[config.mk]
export PLATFORM = sky130hd
export DESIGN_NAME = prog_loader_flat
export DESIGN_NICKNAME = d
export VERILOG_FILES = /design/src/rtl/prog_loader_pkg.sv /design/src/rtl/prog_loader_if.sv /design/src/rtl/prog_loader_sram_bus_mux.sv /design/src/rtl/prog_loader.sv /design/src/flat_wrapper.sv
export SDC_FILE = /design/constraint.sdc
export NUM_CORES = 1
export LEC_CHECK = 0
export ABC_AREA = 1
export ABC_CLOCK_PERIOD_IN_PS = 1700
export CORE_MARGIN = 5
export CORE_UTILIZATION = 45
export DETAILED_ROUTE_END_ITERATION = 6
export GPL_ROUTABILITY_DRIVEN = 0
export PLACE_DENSITY = 0.86
export SYNTH_ARGS = -nofsm -noshare
export SYNTH_HDL_FRONTEND = slang
export SYNTH_SLANG_ARGS = --single-unit
export TNS_END_PERCENT = 50
[constraint.sdc]
create_clock -name clk -period 1.7 [get_ports clk]
set_input_delay 0.34 -clock clk [delete_from_list [all_inputs] [get_ports clk]]
set_output_delay 0.34 -clock clk [all_outputs]
set_load 0.1 [all_outputs]
[src/rtl/prog_loader_pkg.sv]
// Shared widths, FSM state encoding and SRAM request bundle for the program loader.
package prog_loader_pkg;

  localparam int D_WIDTH  = 32;
  localparam int SA_WIDTH = 8;
  localparam int SL_WIDTH = 16;

  typedef enum logic [2:0] {
    ST_IDLE  = 3'd0,
    ST_LOAD  = 3'd1,
    ST_START = 3'd2,
    ST_RUN   = 3'd3,
    ST_FIN   = 3'd4
  } state_t;

  typedef struct packed {
    logic [SA_WIDTH-1:0] addr;
    logic [D_WIDTH-1:0]  wdata;
    logic                rw;
    logic                en;
  } sram_req_t;

endpackage

[src/rtl/prog_loader_if.sv]
// Loader-facing bundle: instruction stream, GPP bus requests, SRAM bus and status.
interface prog_loader_if;
  import prog_loader_pkg::*;

  logic                go;
  logic [D_WIDTH-1:0]  in_data;
  logic                in_valid;
  logic                in_ready;
  logic [SA_WIDTH-1:0] gpp_addr;
  logic                gpp_rw;
  logic                gpp_en;
  logic [SA_WIDTH-1:0] mem_addr;
  logic [D_WIDTH-1:0]  mem_wdata;
  logic                mem_rw;
  logic                mem_en;
  logic                str;
  logic                done;
  logic                busy;
  logic                finished;

  modport slave (
    input  go, in_data, in_valid, gpp_addr, gpp_rw, gpp_en, done,
    output in_ready, mem_addr, mem_wdata, mem_rw, mem_en, str, busy, finished
  );

  modport master (
    output go, in_data, in_valid, gpp_addr, gpp_rw, gpp_en, done,
    input  in_ready, mem_addr, mem_wdata, mem_rw, mem_en, str, busy, finished
  );

endinterface

[src/rtl/prog_loader_sram_bus_mux.sv]
// SRAM bus owner select: registered loader writes or combinational GPP pass-through.
module sram_bus_mux
  import prog_loader_pkg::*;
(
  input  logic      sel_loader,
  input  sram_req_t loader_req,
  input  sram_req_t gpp_req,
  output sram_req_t mem_req
);

  always_comb begin
    mem_req = gpp_req;
    if (sel_loader) mem_req = loader_req;
  end

endmodule

[src/rtl/prog_loader.sv]
// Loads WORDS instruction words into SRAM from address 0, launches the GPP and
// reports its completion; owns the SRAM bus select between loader and core.
module prog_loader
  import prog_loader_pkg::*;
#(
  parameter int WORDS = SL_WIDTH
) (
  input logic          clk,
  input logic          rst,
  prog_loader_if.slave bus
);

  localparam int CNT_W = $clog2(WORDS + 1);

  state_t           state;
  logic [CNT_W-1:0] cnt;
  logic             done_q;
  logic             start_2nd;
  logic             sel_loader;
  logic             in_ready;
  logic             str;
  logic             busy;
  logic             finished;
  logic             hs_p0;
  sram_req_t        wr_p1;
  sram_req_t        gpp_req;
  sram_req_t        mem_req;

  assign hs_p0 = (state == ST_LOAD) && bus.in_valid && in_ready;

  always_ff @(posedge clk) begin
    if (rst) begin
      state      <= ST_IDLE;
      cnt        <= '0;
      done_q     <= 1'b0;
      start_2nd  <= 1'b0;
      sel_loader <= 1'b0;
      in_ready   <= 1'b0;
      str        <= 1'b0;
      busy       <= 1'b0;
      finished   <= 1'b0;
      wr_p1      <= '0;
    end else begin
      // done_q tracks Done every cycle so a level held over from START is not an edge
      done_q   <= bus.done;
      wr_p1.en <= 1'b0;
      case (state)
        ST_IDLE: begin
          if (bus.go) begin
            state      <= ST_LOAD;
            cnt        <= '0;
            in_ready   <= 1'b1;
            busy       <= 1'b1;
            sel_loader <= 1'b1;
          end
        end
        ST_LOAD: begin
          // stage p0 -> p1: accepted word becomes the SRAM write of the next cycle
          if (hs_p0) begin
            wr_p1.addr  <= SA_WIDTH'(cnt);
            wr_p1.wdata <= bus.in_data;
            wr_p1.rw    <= 1'b1;
            wr_p1.en    <= 1'b1;
            cnt         <= cnt + CNT_W'(1);
            if (cnt == CNT_W'(WORDS - 1)) begin
              state     <= ST_START;
              in_ready  <= 1'b0;
              str       <= 1'b1;
              start_2nd <= 1'b0;
            end
          end
        end
        ST_START: begin
          if (!start_2nd) begin
            start_2nd <= 1'b1;
          end else begin
            state      <= ST_RUN;
            str        <= 1'b0;
            sel_loader <= 1'b0;
          end
        end
        ST_RUN: begin
          if (bus.done && !done_q) begin
            state    <= ST_FIN;
            finished <= 1'b1;
          end
        end
        ST_FIN: begin
          state    <= ST_IDLE;
          finished <= 1'b0;
          busy     <= 1'b0;
        end
        default: state <= ST_IDLE;
      endcase
    end
  end

  assign gpp_req = '{addr: bus.gpp_addr, wdata: '0, rw: bus.gpp_rw, en: bus.gpp_en};

  sram_bus_mux u_mux (
    .sel_loader (sel_loader),
    .loader_req (wr_p1),
    .gpp_req    (gpp_req),
    .mem_req    (mem_req)
  );

  assign bus.mem_addr  = mem_req.addr;
  assign bus.mem_wdata = mem_req.wdata;
  assign bus.mem_rw    = mem_req.rw;
  assign bus.mem_en    = mem_req.en;
  assign bus.in_ready  = in_ready;
  assign bus.str       = str;
  assign bus.busy      = busy;
  assign bus.finished  = finished;

endmodule

[src/flat_wrapper.sv]
// flat-port wrapper written by rule: the top's interface ports become plain ports
module prog_loader_flat import prog_loader_pkg::*;
#(
  parameter int WORDS = SL_WIDTH
)
  (clk, rst, bus_go, bus_in_data, bus_in_valid, bus_gpp_addr, bus_gpp_rw, bus_gpp_en, bus_done, bus_in_ready, bus_mem_addr, bus_mem_wdata, bus_mem_rw, bus_mem_en, bus_str, bus_busy, bus_finished);
  prog_loader_if bus_i ();
  input logic clk;
  input logic rst;
  input wire logic [$bits(bus_i.go)-1:0] bus_go;
  input wire logic [$bits(bus_i.in_data)-1:0] bus_in_data;
  input wire logic [$bits(bus_i.in_valid)-1:0] bus_in_valid;
  input wire logic [$bits(bus_i.gpp_addr)-1:0] bus_gpp_addr;
  input wire logic [$bits(bus_i.gpp_rw)-1:0] bus_gpp_rw;
  input wire logic [$bits(bus_i.gpp_en)-1:0] bus_gpp_en;
  input wire logic [$bits(bus_i.done)-1:0] bus_done;
  output wire logic [$bits(bus_i.in_ready)-1:0] bus_in_ready;
  output wire logic [$bits(bus_i.mem_addr)-1:0] bus_mem_addr;
  output wire logic [$bits(bus_i.mem_wdata)-1:0] bus_mem_wdata;
  output wire logic [$bits(bus_i.mem_rw)-1:0] bus_mem_rw;
  output wire logic [$bits(bus_i.mem_en)-1:0] bus_mem_en;
  output wire logic [$bits(bus_i.str)-1:0] bus_str;
  output wire logic [$bits(bus_i.busy)-1:0] bus_busy;
  output wire logic [$bits(bus_i.finished)-1:0] bus_finished;
  assign bus_i.go = bus_go;
  assign bus_i.in_data = bus_in_data;
  assign bus_i.in_valid = bus_in_valid;
  assign bus_i.gpp_addr = bus_gpp_addr;
  assign bus_i.gpp_rw = bus_gpp_rw;
  assign bus_i.gpp_en = bus_gpp_en;
  assign bus_i.done = bus_done;
  assign bus_in_ready = bus_i.in_ready;
  assign bus_mem_addr = bus_i.mem_addr;
  assign bus_mem_wdata = bus_i.mem_wdata;
  assign bus_mem_rw = bus_i.mem_rw;
  assign bus_mem_en = bus_i.mem_en;
  assign bus_str = bus_i.str;
  assign bus_busy = bus_i.busy;
  assign bus_finished = bus_i.finished;
  prog_loader #(.WORDS(WORDS)) u_core (.clk(clk), .rst(rst), .bus(bus_i));
endmodule
# Word level (Yosys, flattened, before mapping)
# Cells that the tools add are included.
op_classes:
  addsub: 1
  eq_ne: 10
  n_mux: 24
  bitwise: 1
  reduce_logical: 20
ops:
  columns: ["operator", "count"]
  rows:
  - ["2-to-1 mux 42 bit", 1]
  - ["2-to-1 mux 3 bit", 5]
  - ["one-hot mux 1 bit (2 select lines)", 6]
  - ["one-hot mux 3 bit (4 select lines)", 1]
  - ["2-to-1 mux 5 bit", 2]
  - ["one-hot mux 5 bit (2 select lines)", 1]
  - ["nonzero test 2 bit", 5]
  - ["AND reduction 3 bit", 3]
  - ["2-to-1 mux 1 bit", 8]
  - ["AND reduction 4 bit", 2]
  - ["== test 3 x 2 -> 1 bit, second input constant", 2]
  - ["!= test 2 x 1 -> 1 bit, second input constant", 3]
  - ["AND reduction 2 bit", 3]
  - ["adder 5 x 1 -> 5 bit, second input constant", 1]
  - ["== test 5 x 4 -> 1 bit, second input constant", 1]
  - ["AND reduction 5 bit", 1]
  - ["!= test 2 bit, second input constant", 2]
  - ["== test 3 x 1 -> 1 bit, second input constant", 1]
  - ["== test 3 bit, second input constant", 1]
  - ["logical AND 1 bit", 3]
  - ["zero test 3 bit", 1]
  - ["OR reduction 2 bit", 1]
  - ["zero test 1 bit", 1]
  - ["inverter 1 bit", 1]
word_totals:
  ff_bits: 54
  inputBits: 47
  output_inout_bits: 46
  word_cells: 69

# Longest topological paths before layout
depth:
  depth_word: 5
  depth_mapped: 9
  ltp_nobuf: 9

# Cells and area by module
# Synthesis repeated with hierarchy kept, for this count alone.
unflattened:
  hier_cells: 403
  area_unflattened_um2: 2716.4
modules_own_cells:
  columns: ["module", "n_inst", "cells_each", "area_per_inst_um2", "seq_area_each_um2"]
  rows:
  - ["prog_loader", 1, 267, 2113.3, 1081.0]
  - ["sram_bus_mux", 1, 136, 603.1, 0.0]

# Least setup slack after synthesis
# Ideal clock, no wire load.
synth_path:
  path_type: "reg-to-output"
  start: "register u_core.sel_loader"
  end: "output bus_mem_addr[0]"
  arrival_time_ns: 2.044
  t_required_ns: 1.360
  slack_ns: -0.684
  stages_incl_launch_ff: 4
  path_buffers: 1
  path_cell_list: "dfxtp_1 > buf_2 > nor2_1 > a21oi_1"
synth_via:
  elab_chain_len: 1
synth_lines:
  columns: ["element", "line", "source"]
  rows:
  - ["from (decl)", "prog_loader.sv:19", "logic sel_loader;"]
  - ["from (signal assigned)", "prog_loader.sv:37", "sel_loader <= 1'b0;"]
  - ["from (signal assigned)", "prog_loader.sv:54", "sel_loader <= 1'b1;"]
  - ["from (signal assigned)", "prog_loader.sv:79", "sel_loader <= 1'b0;"]
  - ["2-to-1 mux 42 bit", "prog_loader_sram_bus_mux.sv:13", "if (sel_loader) mem_req = loader_req;"]
  - ["to (decl)", "flat_wrapper.sv:18", "output wire logic [$bits(bus_i.mem_addr)-1:0] bus_mem_addr;"]
# Every way passes these cells.

# Final worst setup path
# Ends and elaborated chain as after synthesis.

==> results by group <==
Logic synthesis
  • Synth top area cells: dfxtp_1 40%, a21oi_2 10%, nand2_2 7.9%
  • Top cell type by total area after synthesis: dfxtp_1
  • Syn Area/Cell: 7.694 um^2
  • Post-synth cell types: 26
  • Number of synthesized register bits: 54
  • Area of the mapped netlist: 0.002685 mm^2
  • Synthesized instance count: 349
  • Yosys warns: 0
  • Post-synth top area share: 40.26%
  • Syn nets: 398
  • Register area share after synthesis: 40.26%

Cells and area
  • Fin nets: 484
  • Synth-to-Final Area Change: 59.13%
  • Antenna cells: 0
  • Fill cells: 413
  • Final Util: 73.03%
  • Layout cells sized above 1: 34.17%

Global route
  • Largest net degree at the start of global routing: 43
  • Total congestion overflow: 0
  • Total GRT Usage: 18.81%
  • Vias in the first global route: 2526
  • Initial antenna violation count: 0
  • First-pass GRT wire length: 11560 um

Timing
  • FMAX: 607.8 MHz
  • Crit share post-route: 96.78%
  • Final setup violating endpoints: 0
  • Hold slack: 0.4551 ns
  • Max Clock Skew: 0.005025 ns
  • Max Slew Vio Count: 0
  • Min Tclk post-route: 1.645 ns
  • Worst Tran Pin Value: 0.3356 ns
  • Slew HR: 77.60%
  • Hold Violations, Final: 0
  • Setup TNS: 0 ns
  • RSZ-0062 raised after global routing: no

Worst hold path
  • Hold depth: 4
  • Hold/Removal Path Class: input pin to register

Worst setup path
  • Delay-heaviest family, CP: flip-flops
  • Max stage delay cell, worst path: dfxtp_4
  • Worst r2r path cells: 8
  • Critical Path Start Type: register
  • Buffer and inverter count on the worst path: 2
  • Critical path capture point type: output pin
  • Worst setup path category: register to output pin
  • CP max stage delay: 0.40 ns
  • Worst EP arrival: 1.31 ns
  • CP Max Fanout: 15
  • Crit path cell chain: buf_12, nor2_1, a21oi_2, buf_12
  • Worst Path Required: 1.36 ns
  • Critical path's most frequent cell: buf_12
  • Cell depth of the worst setup path: 4

Run
  • Max-cap viol count: 0

Status
  • Outcome: completed

Clock tree
  • Cts bufs inserted: 5
  • Post_cts resized: 1
  • Clk_lat worst skew: 0.31 ns
  • CTS Buffer Depth: 2
  • CTS HTree Levels: 2
  • CTS Root Cell: clkbuf_8
  • CTS clk-pin slew, worst paths: 0.10 ns
  • Post-CTS Setup Repair Bufs: 0
  • CTS sink cnt: 54
  • CTS tree: built
  • Cts hold-fix bufs: 0

Die
  • Io pins: 93
  • FP Rows: 28
  • Die footprint: 0.007612 mm^2
  • Starting Density: 45.89%
  • Die Ht: 87.25 um
  • Die W: 87.25 um
  • Core Box Area: 0.005851 mm^2

Detailed routing
  • Via-to-Cell Ratio: 4.906
  • Routed wire length: 7060 um
  • WL per Instance: 13.82 um
  • Drt first-iter violations: 78
  • Routed Antenna Nets: 0
  • Remaining routing DRC violations: 0
  • Number of iterations in the first detailed-routing pass: 5
  • Vias: 2507

Pwr
  • Pwr dens: 1080 mW/mm^2
  • Power Total: 4.617 mW
  • Leak: 1.764 nW
  • Peak VDD IR: 0.0007282 V

Place
  • Final HPWL DP: 5272 um
  • PortBufs: 92
Yosys cell counts (all sizes together):
cell type / n
nand3: 41
nand2: 85
nor2: 23
buf: 16
ha: 2
a31oi: 1
a211oi: 1
o21ai: 10
inv: 52
clkbuf: 6
dfxtp: 54
and2: 1
a31o: 1
mux2: 1
a21oi: 55
worst min-delay path: cells and delay by family:
| kind | cells | cell delay, ns |
|---|---|---|
| buffers and inverters | 2 | 0.25 |
| and+or+nand+nor | 1 | 0.10 |
| AOI/OAI and AO/OA | 1 | 0.04 |
power breakdown:
part           internal, mW  switching [mW]
clock network         0.434           0.417
logic                 0.815            1.42
registers              1.39           0.137
total                  2.64            1.97
cell families (layout without fill, tap and decap cells):
logic type	count (synthesis)	after routing	share of synthesized area (%)
fa+ha+maj	2	2	0.9318
flops	54	54	40.26
mux	1	1	0.4194
simple gates	150	150	27.07
buf+inv	74	161	13.89
compound gates	68	68	17.43
per-stage QoR:
| step | instances | instance area, um^2 | setup WS (ns) |
|---|---|---|---|
| 6_report | 511 | 4273 | 0.05467 |
| 5_1_grt | 511 | 4273 | 0.009966 |
| 4_1_cts | 511 | 4254 | 0.00005018 |
| 3_5_place_dp | 503 | 4141 | 0.06182 |
| 3_3_place_gp | 503 | 4141 | 0.09017 |
| 2_1_floorplan | 349 | 2743 | -0.1756 |
sequential cells by signal, indices dropped and copies added (netlist names):
register	cells
u_core.cnt	5
u_core.bus.in_ready	1
u_core.bus.str	1
u_core.start_2nd	1
u_core.state	3
u_core.sel_loader	1
u_core.bus.busy	1
u_core.wr_p1	39
u_core.bus.finished	1
u_core.done_q	1
layout make-up:
class	instances	area (um^2)	area share, %
Clock buffer	5	68.82	1.611
Clock inverter	3	40.04	0.9370
Tap cell	75	93.84	2.196
Inverter	52	198.9	4.656
Sequential cell	54	1086	25.42
Timing Repair Buffer	101	1501	35.14
Multi-Input combinational cell	221	1284	30.04
placed cells by master (no fill, tap or decap), types with 5 or more instances in the layout:
| cell type | instances |
|---|---|
| a21oi_1 | 17 |
| o21ai_0 | 9 |
| nand2_1 | 51 |
| dfxtp_1 | 52 |
| buf_12 | 50 |
| nand2_2 | 34 |
| clkbuf_8 | 5 |
| clkdlybuf4s50_1 | 45 |
| inv_1 | 49 |
| nor2_1 | 19 |
| a21oi_2 | 35 |
| nand3_1 | 39 |
worst paths after layout:
path / slack (ns) / to / from
setup / recovery: 0.05 / bus_mem_addr[0] / u_core.sel_loader$_SDFFE_PP0P_
hold / removal: 0.46 / u_core.start_2nd$_SDFFE_PP0P_ / rst
setup reg to reg: 0.20 / u_core.state[0]$_SDFFE_PP0P_ / u_core.cnt[0]$_SDFFE_PP0P_
hold reg to reg: 0.48 / u_core.wr_p1[4]$_SDFFE_PP0P_ / u_core.wr_p1[4]$_SDFFE_PP0P_
routing by layer:
metal	wire length, um	GRT usage [%]	up-vias
li1	-	-	1269
met1	2923	22.07	1146
met2	3594	33.97	81
met3	430	4.163	11
met4	111	5.439	0
met5	0	0	-
Note: power is estimated with default switching activity, not from simulation.
